### config.mk
export PLATFORM = sky130hd
export DESIGN_NAME = piso_buffered
export DESIGN_NICKNAME = d
export VERILOG_FILES = /design/src/rtl/piso_buffered.sv
export SDC_FILE = /design/constraint.sdc
export NUM_CORES = 1
export LEC_CHECK = 0
export ABC_AREA = 0
export ABC_CLOCK_PERIOD_IN_PS = 1750
export CAP_MARGIN = 10
export CORE_ASPECT_RATIO = 0.9
export CORE_UTILIZATION = 49
export DETAILED_ROUTE_END_ITERATION = 10
export PLACE_DENSITY = 0.76
export REMOVE_ABC_BUFFERS = 1
export SLEW_MARGIN = 40
export SYNTH_ARGS = -nofsm -noshare
export SYNTH_HDL_FRONTEND = slang
export SYNTH_SLANG_ARGS = --single-unit
### constraint.sdc
create_clock -name clk -period 1.75 [get_ports clk]
set_input_delay 0.35 -clock clk [delete_from_list [all_inputs] [get_ports clk]]
set_output_delay 0.35 -clock clk [all_outputs]
set_load 0.01 [all_outputs]
### src/rtl/piso_buffered.sv
// piso_buffered: wide-to-narrow width converter. It accepts wide words over a
// valid/ready handshake and emits them least-significant slice first. An active
// shift register and a pending holding register keep the output bubble-free.
module piso_buffered #(
  parameter int DATA_IN_WIDTH  = 64,
  parameter int DATA_OUT_WIDTH = 16
) (
  input  logic                      clk,
  input  logic                      reset,
  input  logic [DATA_IN_WIDTH-1:0]  data_in,
  input  logic                      in_valid,
  output logic                      in_ready,
  output logic [DATA_OUT_WIDTH-1:0] data_out,
  output logic                      out_valid,
  input  logic                      out_ready,
  output logic                      out_last,
  output logic                      empty
);

  localparam int NUM_SHIFTS  = DATA_IN_WIDTH / DATA_OUT_WIDTH;
  localparam int COUNT_WIDTH = $clog2(NUM_SHIFTS) + 1;

  localparam logic [COUNT_WIDTH-1:0] CNT_ZERO = {COUNT_WIDTH{1'b0}};
  localparam logic [COUNT_WIDTH-1:0] CNT_ONE  = COUNT_WIDTH'(1);
  localparam logic [COUNT_WIDTH-1:0] CNT_FULL = COUNT_WIDTH'(NUM_SHIFTS);

  // Reject parameter sets where the wide word is not a whole number of slices.
  if ((DATA_OUT_WIDTH < 1) || (DATA_IN_WIDTH < DATA_OUT_WIDTH) ||
      ((DATA_IN_WIDTH % DATA_OUT_WIDTH) != 0)) begin : g_bad_params
    $error("piso_buffered: DATA_IN_WIDTH must be a multiple of DATA_OUT_WIDTH");
  end

  // Active word being shifted out, and the word waiting behind it.
  logic [DATA_IN_WIDTH-1:0] shift_r;
  logic [COUNT_WIDTH-1:0]   remaining_r;
  logic [DATA_IN_WIDTH-1:0] pend_r;
  logic                     pend_valid_r;
  logic                     in_ready_r;

  logic [DATA_IN_WIDTH-1:0] shift_nxt_s;
  logic [COUNT_WIDTH-1:0]   remaining_nxt_s;
  logic [DATA_IN_WIDTH-1:0] pend_nxt_s;
  logic                     pend_valid_nxt_s;

  logic out_fire_s;
  logic in_fire_s;
  logic active_free_s;

  // Output decode comes straight from registers; out_ready never reaches it.
  assign out_valid = (remaining_r != CNT_ZERO);
  assign out_last  = (remaining_r == CNT_ONE);
  assign data_out  = shift_r[DATA_OUT_WIDTH-1:0];
  assign empty     = (remaining_r == CNT_ZERO) && !pend_valid_r;

  // Ready is a flop mirroring !pend_valid; reset masks it so nothing is taken.
  assign in_ready  = in_ready_r && !reset;

  assign out_fire_s    = out_valid && out_ready;
  assign in_fire_s     = in_valid && in_ready;
  assign active_free_s = (remaining_r == CNT_ZERO) ||
                         ((remaining_r == CNT_ONE) && out_fire_s);

  // Next-state for the active/pending pair: pending word wins the free slot.
  always_comb begin
    shift_nxt_s      = shift_r;
    remaining_nxt_s  = remaining_r;
    pend_nxt_s       = pend_r;
    pend_valid_nxt_s = pend_valid_r;
    if (active_free_s) begin
      if (pend_valid_r) begin
        // in_ready is low here, so no new word can collide with this move
        shift_nxt_s      = pend_r;
        remaining_nxt_s  = CNT_FULL;
        pend_valid_nxt_s = 1'b0;
      end else if (in_fire_s) begin
        shift_nxt_s     = data_in;
        remaining_nxt_s = CNT_FULL;
      end else begin
        remaining_nxt_s = CNT_ZERO;
      end
    end else begin
      if (out_fire_s) begin
        shift_nxt_s     = shift_r >> DATA_OUT_WIDTH;
        remaining_nxt_s = remaining_r - CNT_ONE;
      end else begin
        shift_nxt_s     = shift_r;
        remaining_nxt_s = remaining_r;
      end
      if (in_fire_s) begin
        pend_nxt_s       = data_in;
        pend_valid_nxt_s = 1'b1;
      end else begin
        pend_nxt_s       = pend_r;
        pend_valid_nxt_s = pend_valid_r;
      end
    end
  end

  // State registers with synchronous reset; reset drops both held words.
  always_ff @(posedge clk) begin
    if (reset) begin
      shift_r      <= {DATA_IN_WIDTH{1'b0}};
      remaining_r  <= CNT_ZERO;
      pend_r       <= {DATA_IN_WIDTH{1'b0}};
      pend_valid_r <= 1'b0;
      in_ready_r   <= 1'b1;
    end else begin
      shift_r      <= shift_nxt_s;
      remaining_r  <= remaining_nxt_s;
      pend_r       <= pend_nxt_s;
      pend_valid_r <= pend_valid_nxt_s;
      in_ready_r   <= !pend_valid_nxt_s;
    end
  end

endmodule

---- After elaboration in Yosys (flattened, before gate mapping) ----
Cells that the tools add are included.
word-level totals
  register bits after elaboration ......... 133
  bits in latches ......................... 0
  memory bits (writable) .................. 0
  bits in read-only memories .............. 0
  input bits .............................. 68
  word-level logic and storage cells ...... 33
  memories kept ........................... 0
cells by class
  add/sub/neg operators ................... 1
  multipliers ............................. 0
  div/mod/pow operators ................... 0
  $lt $le $gt $ge ......................... 0
  equality and inequality tests ........... 2
  shift-type cells ........................ 0
  muxes and demuxes ....................... 10
  bitwise gates (word level) .............. 1
  reductions and logical operators ........ 14
operators by type and width
  kind                 number
  $mux 64              4
  $mux 3               4
  $logic_and 1x1->1    5
  $reduce_and 2->1     2
  $eq 3x1->1 const B   1
  $logic_not 1->1      3
  $logic_not 3->1      1
  $ne 3x3->1 const B   1
  $reduce_bool 3->1    1
  $sub 3x1->3 const B  1
  $mux 1               2
  $reduce_bool 2->1    1
  $logic_or 1x1->1     1
  $not 1->1            1

---- Longest topological paths before layout ----
  depth after elaboration ................. 6
  mapped depth ............................ 8

---- Least setup slack after synthesis ----
Ideal clock, no wire load.
  path type ............................... reg2reg
  start ................................... reg remaining_r[0]
  end ..................................... reg shift_r[10]
  arrival time ............................ 1.749 ns
  data required time ...................... 1.682 ns
  path slack .............................. -0.067 ns
  cell stages (with the launch flop) ...... 9
  buffers on the path ..................... 2
  cells stage by stage .................... dfxtp_1 -> inv_1 -> ha_1 -> nor2b_1 -> o32ai_4 -> or2_1 -> buf_4 -> buf_4 -> o2bb2ai_2
on the way
  word-level cells in the longest chain between the ends .. 6
  elaborated cells on any way between the ends .. 10
RTL lines
  item                                                                     RTL line  text
  from (decl)                                                              35        logic [COUNT_WIDTH-1:0] remaining_r;
  from (signal assigned)                                                   109       remaining_r <= remaining_nxt_s;
  $reduce_bool 3->1                                                        50        assign out_valid = (remaining_r != CNT_ZERO);
  $logic_and 1x1->1                                                        58        assign out_fire_s = out_valid && out_ready;
  $logic_and 1x1->1                                                        61        ((remaining_r == CNT_ONE) && out_fire_s);
  $logic_or 1x1->1                                                         60        assign active_free_s = (remaining_r == CNT_ZERO) ||
  $ne 3x3->1 (no source line) / $reduce_bool 2->1 (equally long branches)  n/a
  $reduce_and 2->1 (no source line)                                        n/a
  to (signal assigned)                                                     102       shift_r <= {DATA_IN_WIDTH{1'b0}};
  to (signal assigned)                                                     108       shift_r <= shift_nxt_s;
  to (decl)                                                                34        logic [DATA_IN_WIDTH-1:0] shift_r;
Parallel ways exist; a longest one is shown, timed or not.
A chain may end at the register's enable or synchronous reset.

---- Worst setup path after layout ----
  start ................................... reg remaining_r[1]
  end ..................................... out empty
on the way
  word-level cells in the longest chain between the ends .. 2
RTL lines
  item               RTL line  text
  $logic_not 3->1    53        assign empty = (remaining_r == CNT_ZERO) && !pend_valid_r;
  $logic_and 1x1->1  53
  to (decl)          17        output logic empty
Every way passes these cells.

==> impl_metrics.py <==
metrics = {
    "route": {
        "wire_per_inst_microns": 16.9,
        "routed_wl_microns": 15500,
        "drt_iter0_drc": 373,
        "dr.pass1.iters": 5,
        "via_per_inst": 5.68,
        "postRouteAntennaNets": 0,
        "num_vias": 5206,
        "drc_errors": 0,
    },
    "yosys": {
        "synth_area_leaders": "dfxtp_1, mux2i_1, nand2_1, o2bb2ai_1, a21oi_1",
        "synthesis.area_sq_um": 5930,
        "ys_seq_elements": 133,
        "yosysTopAreaCellShare": 0.449,
        "yosysWarnings": 0,
        "yosysSeqAreaShare": 0.449,
        "synth_cell_type_count": 33,
        "synth_area_leader_cell": "dfxtp_1",
        "syn-instance-count": 678,
        "syn_avg_cell_area_sq_um": 8.75,
    },
    "place": {
        "place_hpwl_microns": 9740,
        "dp.cells": 881,
        "dpl_worst_slack_ns": -0.273,
        "place_area_sq_um": 7010,
        "port_buffers": 87,
        "gp_congestion": 0.749,
    },
    "grt": {
        "grt_use_met3": 0.0714,
        "grt_usage": 0.252,
        "grt_overflow_total": 0,
        "grt_util_met2": 0.429,
        "grt_max_degree": 49,
        "grt_use_met1": 0.306,
        "grt_first_pass_wirelength_microns": 25000,
        "top_usage_layer": "met2",
        "grt_pass1_vias": 5200,
        "antenna_found_initial": 0,
    },
    "min_path": {
        "hold_path.class": "input pin to register",
        "holdPathStages": 3,
        "hold_end": "shift_r[53]",
        "min-delay-start": "reset",
    },
    "power_and_ir_drop": {
        "power.density_nw_per_um2": 1090,
        "vdd_ir_drop_max_uv": 770,
        "clockPowerShare": 0.420,
        "combPwrFrac": 0.174,
        "p_switching_w": 0.00224,
        "internal_power_w": 0.00619,
        "p_leak_nw": 2.77,
        "seqPwrFrac": 0.406,
        "sw_frac_of_total": 0.266,
        "total_power_w": 0.00844,
    },
    "sta": {
        "layout_min_cycle_time_ns": 1.73,
        "final_hold_viol_count": 0,
        "timing.final.ws_setup_ns": 0.0167,
        "rsz0062_at_grt": "true",
        "holdWs_ns": 0.429,
        "skew_ns": 0.00637,
        "slew_headroom": 0.684,
        "fmax_mhz": 577,
        "worstMarginPinSlew_ns": 0.474,
        "setup_violations": 0,
        "timing.final.crit_share": 0.990,
        "slew_viol_final": 0,
    },
    "setup_path": {
        "reg2reg_depth": 8,
        "path_class": "register to output port",
        "reg2reg_slack_ns": 0.03,
        "startpoint_type": "register",
        "crit_required_ns": 1.40,
        "crit_path_end_kind": "output port",
        "r2r-end": "shift_r[45]",
        "worstPathArrival_ns": 1.38,
        "path_max_fanout": 3,
        "worst_r2r_startpoint": "remaining_r[1]",
    },
    "clock_tree": {
        "clockBufferDepth": 2,
        "cts-root-buf": "clkbuf_16",
        "cts_sinks": 133,
        "cts_buffers": 17,
        "cts.clk_slew.worst_paths_ns": 0.06,
        "h-tree-depth": 4,
        "insertion_delay_ns": 0.42,
        "cts.hold.buffers_added": 0,
        "tritoncts": "done",
    },
    "floorplanning": {
        "die_height_microns": 106,
        "start_util": 0.510,
        "core_area_sq_um": 11600,
        "chipWidth_microns": 118,
        "die_area_sq_um": 12500,
        "rows": 37,
        "pin_count": 88,
    },
    "finish": {
        "fin_area_sq_um": 7710,
        "diodes": 0,
        "nNetsFinal": 818,
        "syn_to_final_growth_pct": 30.0,
        "fillers": 934,
        "fin_cells": 916,
        "drive_gt1_frac": 0.163,
    },
    "flow_run": {
        "maxCapViolations": 0,
    },
    "status": {
        "outcome": "finished, final reports clean",
    },
}
==> synthesized netlist by cell type <==
master / count
buf_6: 3
and3b_1: 1
buf_1: 5
nand2_1: 130
a22oi_1: 16
a21o_1: 1
clkbuf_1: 29
inv_1: 6
nor2b_1: 3
o2bb2ai_1: 38
mux2_2: 16
a21oi_1: 65
a211oi_1: 2
o32ai_4: 1
o21ai_1: 1
buf_4: 19
mux2i_1: 49
a21boi_0: 1
a22o_1: 1
dfxtp_1: 133
a311oi_1: 1
or3_1: 2
o21ai_0: 48
nand3_1: 48
nor3_1: 1
o21bai_1: 1
and2b_1: 1
nor2_1: 20
o211a_1: 1
o2bb2ai_2: 10
or2_1: 1
ha_1: 3
buf_2: 21
==> cells by family after synthesis <==
logic type | synth area share
adder cells (fa/ha/maj) | 0.00633
AO/OA/AOI/OAI | 0.214
buffers and inverters | 0.0728
AND/OR/NAND/NOR | 0.145
flip-flops | 0.449
multiplexers | 0.113
==> area by class of cell <==
class	instances	area, sq um	area share
multi-input combinational	462	2910	0.378
sequential	133	2670	0.346
timing repair buffer	127	1310	0.170
clock buffer	20	468	0.0607
tap	156	195	0.0253
clock inverter	12	128	0.0166
inverter	6	25.0	0.00325
==> state kept, by name (all words and copies together) (netlist names) <==
| register | flops |
|---|---|
| pend_valid_r | 1 |
| shift_r | 64 |
| in_ready_r | 1 |
| pend_r | 64 |
| remaining_r | 3 |
==> worst max-delay path by stage <==
stage / cells after the start / from / slack (ns) / to
floorplan: 6 / remaining_r[0] / -3.32 / pend_r[0]
global placement: 7 / out_ready / -0.19 / pend_r[9]
detailed placement: 7 / out_ready / -0.27 / pend_r[16]
CTS: 6 / remaining_r[1] / -0.02 / empty
global route: 8 / remaining_r[1] / -0.08 / shift_r[45]
finish: 6 / remaining_r[1] / 0.02 / empty
==> cell usage in the layout (no fill, tap or decap), types with 10 or more instances in the layout <==
cell type        count
clkbuf_16           19
o2bb2ai_2           10
mux2i_1             49
nor2_1              19
a22oi_1             16
o21ai_0             48
mux2_2              16
clkdlybuf4s50_1     81
buf_4               27
nand2_1            130
a21oi_1             62
o2bb2ai_1           38
nand3_1             48
dfxtp_1            129
==> critical path, cell delays in order (launching register included) <==
cell and delay (ns):
dfxtp_2 0.33, inv_4 0.07, ha_4 0.14, nor2b_4 0.15, inv_2 0.06, nor2_1 0.08
buf_2 0.14
==> stage by stage <==
step           TNS (ns)  utilization
2_1_floorplan   -343.81            -
3_3_place_gp     -20.09        0.603
3_5_place_dp     -26.15        0.603
4_1_cts         -0.0308        0.659
5_1_grt           -2.73        0.663
6_report              0        0.663
==> metal layers <==
metal  wire length (microns)  vias up
li1                        -     2504
met1                    6760     2516
met2                    7650      164
met3                     849       22
met4                     184        0
met5                       0        -
==> timing repair <==
item                                    4_1_cts  5_1_grt
pin swaps                                     1        2
buffers inserted                              2        0
cloned                                        0        1
endpoints found under the setup margin      117       72
gates resized for setup                      29        9
==> power by group through the flow <==
stage               logic, W  registers [W]  clock network (W)
floorplan           0.000680        0.00347                  0
detailed placement   0.00141        0.00348                  0
global placement     0.00136        0.00347                  0
finish               0.00147        0.00343            0.00354
CTS                  0.00144        0.00342            0.00359
global route         0.00159        0.00344            0.00373
Note: power is estimated with default switching activity, not from simulation.
==> variant 1 (same settings) <==
`DATA_IN_WIDTH`: 64 -> 32.
--- a/src/rtl/piso_buffered.sv
+++ b/src/rtl/piso_buffered.sv
@@ -3,5 +3,5 @@
 // shift register and a pending holding register keep the output bubble-free.
 module piso_buffered #(
-  parameter int DATA_IN_WIDTH  = 64,
+  parameter int DATA_IN_WIDTH  = 32,
   parameter int DATA_OUT_WIDTH = 16
 ) (
Ports: changed (resized data_in); port bits go from 88 to 56. The function was not compared with the original's and may differ.
==> variant 1 against the unedited design <==
  * Register-to-register slack improved by 60 ps
  * Synthesized area is 41% lower
  * Routed wire length decreased by 46%
  * Hold slack better by 28 ps
  * Sequential cell count shrank 65
  * Combinational power grew 15%
  * Sequential power decreased by 45%
  * Worst setup slack better by 36 ps
  * Count of clock-buffer cells in the layout decreased by 9
  * Cell area shrank 43%
  * Power shrank 43%
  * Largest power group is now registers
  * First-iteration DRC count decreased by 33%
  * Critical path type unchanged
  * Sequential share of layout area shrank 3.7 points
  * Utilization is 0.74 points lower
==> variant 1: results (changes against the unedited design) <==
* DR iter-0 viols at 249 (-33%)
* Leak pwr at 1.76 nW (-37%)
* Setup Fix Bufs, Post-CTS at 0 (-2)
* First-pass GRT wire length at 13.8 mm (-45%)
* Outcome: complete, no violations
* Placed wire-length estimate at 5.63 mm (-42%)
* Placed Cells at 530 (-40%)
* Share of layout cells above drive strength 1 at 0.123 (-0.0398)
* Maximum VDD drop at 611 uV (-21%)
* Worst hold-check path type: flop to flop
* Worst-skew pair later-pin latency at 330 ps (-90 ps)
* Critical Path AT at 1350 ps (-30 ps)
* PortBufs at 55 (-37%)
* GRT Util Overall at 0.234 (-0.0175)
* Largest net degree at the start of global routing at 35 (-29%)
* Routability Congestion at 0.777 (+3.7%)
* Hold Path Origin: shift_r[6]
* H-tree levels at 3 (-1)
* Layout Nets at 490 (-40%)
* Vias in the first global route at 2921 (-44%)
* Synth area leaders: dfxtp_1 (39%), mux2i_1 (14%), nand2_1 (7.3%)
* WHS at 457 ps (+28.4 ps)
* Clock skew at 12.4 ps (+6.04 ps)
* Post-synthesis sequential area ratio at 0.389 (-0.0602)
* Most frequent cells after synthesis: dfxtp_1 (68), nand2_1 (68), mux2i_1 (48)
* Pre-antenna DRT Iters at 4 (-1)
* Reg2Reg Launch Point: remaining_r[0]
* Non-Filler Instances at 544 (-41%)
* Total CTS buffers at 9 (-8)
* DRT Wirelength at 8.28 mm (-46%)
* Post-Syn Area per Cell at 8.63 um^2 (-1.4%)
* Root Buffer Master: clkbuf_8
* DP Area at 0.00423 mm^2 (-40%)
* Biggest regs: pend_r (32), shift_r (32), remaining_r (2)
## variant 1: cell count changes in the layout (fill, tap and decap cells not counted), sizes merged, moves of 32 or more
cell     delta
o2bb2ai    -48
nand2      -62
o21ai      -48
o211ai     +32
dfxtp      -65
a21oi      -62
## variant 1: kinds of logic (layout without fill, tap and decap cells)
kind of cell | count (synthesis) | count (layout) | synth area share
flops | 68 | 68 | 0.389
mux | 48 | 48 | 0.137
compound gates | 72 | 72 | 0.164
simple gates | 154 | 154 | 0.208
fa+ha+maj | 3 | 3 | 0.0107
buf+inv | 61 | 109 | 0.0915
## variant 1: worst paths after layout
kind                 to  cells past startpoint
min          shift_r[6]                      2
max reg2reg  shift_r[5]                      7
max               empty                      5
min reg2reg  shift_r[6]                      2
## variant 1: through the flow
stage | setup slack [ps] | power, mW | TNS [ps] | utilization
after floorplan | -1120 | 2.77 | -60580 | -
after global placement | -133 | 3.57 | -2430 | 0.628
after detailed placement | -145 | 3.61 | -4370 | 0.628
after CTS | 13.7 | 4.77 | 0 | 0.654
after global routing | 1.58 | 5.03 | 0 | 0.656
final | 53.0 | 4.77 | 0 | 0.656
## variant 1: report_power, final
group          leakage, nW  total [mW]  switching, mW  internal (mW)
clock network       0.0890        1.18          0.541          0.639
registers            0.557        1.90          0.133           1.77
logic                 1.11        1.69          0.834          0.856
## variant 1: timing repair
action | in CTS | in global routing
hold buffers | 0 | 0
hold endpoints to repair | 0 | 0
endpoints found under the setup margin | 4 | 19
gates resized for setup | 8 | 4
## variant 1: area by class of cell
cell class              instances  area, um^2
flip-flops and latches         68        1370
repair buffers                 90         907
inverters                       5        18.8
clock buffers                  11         131
well taps                      90         113
clock inverters                 3        40.0
multi-input cells             277        1840
fillers                       573        2310
## variant 1: worst max-delay path: cells and delay by family, from the launching register on
family,cells,cell delay (ps)
simple gates,1,80
flops,1,330
fa+ha+maj,1,210
buf+inv,3,410
## variant 1: routing by layer
layer / GRT usage / vias to the layer above / wire length, um
met1: 0.304 / 1485 / 3840
met2: 0.397 / 106 / 3870
met4: 0.0889 / 0 / 103
met3: 0.0385 / 8 / 463
li1: - / 1533 / -
met5: 0 / - / 0
==> variant 2 (same settings) <==
Without the edit above. Make the reset (`reset`) asynchronous in one clocked block. Comments in the files are not updated.
--- a/src/rtl/piso_buffered.sv
+++ b/src/rtl/piso_buffered.sv
@@ -98,5 +98,5 @@
 
   // State registers with synchronous reset; reset drops both held words.
-  always_ff @(posedge clk) begin
+  always_ff @(posedge clk or posedge reset) begin
     if (reset) begin
       shift_r      <= {DATA_IN_WIDTH{1'b0}};
Function: differs if reset is asserted again (counterexample within 4 cycles, from zero or initial values and one cycle with reset high); with reset held inactive, the same outputs for 4 cycles.
==> variant 2 against the unedited design <==
  * The run now ends with setup timing left
  * Sequential cell count unchanged
  * Synthesized area increased by 2.9%
  * Non-clock buffer count increased by 5
  * Register-to-register slack got worse by 130 ps
  * Final cell count decreased by 19%
  * Hold slack got worse by 69 ps
  * Cell area increased by 10%
  * Fmax decreased by 6.4%
  * Worst setup slack got worse by 120 ps
  * Routed wire length decreased by 2.4%
  * Critical path type is now flop to flop
Power is not compared: it rests on default switching activity, and its combinational part moved more than twofold at a synthesized area within 25%.
==> variant 2: results (changes against the unedited design) <==
* M3 GR Usage at 0.0445 (-0.0269)
* Clock skew at 10.9 ps (+4.51 ps)
* CP max-delay cell: dfrtp_1
* Layout Nets at 644 (-21%)
* Max stage delay on crit path at 400 ps (+70 ps)
* Detailed-route via count at 4274 (-18%)
* Met2 routed WL at 7.77 mm (+1.6%)
* Met1 Usage GRT at 0.283 (-0.0230)
* Outcome: finished, violations left
* Most frequent cells after synthesis: dfrtp_1 (132), mux2i_1 (65), mux2_2 (59)
* Met2 usage at 0.345 (-0.0834)
* WHS at 360 ps (-68.6 ps)
* Worst hold-check path type: primary input to async pin
* Setup WS pre-CTS at -295 ps (-21.3 ps)
* Cells after synthesis at 473 (-30%)
* Placed wire-length estimate at 7.95 mm (-18%)
* Fill count at 839 (-10%)
* Worst setup endpoint: shift_r[18]
* Async S/R FF share, synth at 1.00 (+1.00)
* Worst Tran Pin Value at 368 ps (-107 ps)
* Final WS setup at -102 ps (-119 ps)
* Power, Total at 15.7 mW
* Critical Path AT at 2160 ps (+780 ps)
* Failing checks: setup timing
* Critical path fanouts, max at 8 (+5)
* Synth area leaders: dfrtp_1 (54%), mux2_2 (11%), mux2i_1 (11%)
* Final Setup Violations at 71 (+71)
* Vias per cell at 5.73 (+0.81%)
* First-pass GRT wire length at 21.1 mm (-16%)
* Crit path max-delay family: compound AO/OA/AOI/OAI gates
* Setup Fix Bufs, Post-CTS at 6 (+4)
* Mean routed wirelength per cell at 20.2 um (+20%)
* Setup TNS at -3640 ps (-3640 ps)
## variant 2: cell count changes after synthesis, sizes merged, moves of 22 or more
cell and delta:
dfxtp -133, nand3 -32, o21ai -31, a21oi -62
mux2 +48, o2bb2ai -48, o221a +48, dfrtp +132
clkbuf -22, nand2 -80
## variant 2: cells by family (layout without fill, tap and decap cells)
logic type                 after synthesis  count (layout)  synth area share
muxes                                  129             129             0.225
and+or+nand+nor                         76              76            0.0527
adders and majority gates                3               3           0.00615
DFF                                    133             133             0.546
buffers and inverters                   57             170            0.0529
AOI/OAI and AO/OA                       74              74             0.117
xor gates and xnor gates                 1               1           0.00144
## variant 2: cell type report
cell class	instances	area (um^2)	area share
clock inverters	14	126	0.0149
clock buffers	18	429	0.0505
well taps	160	200	0.0236
flip-flops and latches	133	3330	0.392
multi-input cells	283	2890	0.339
repair buffers	132	1500	0.176
inverters	6	27.5	0.00324
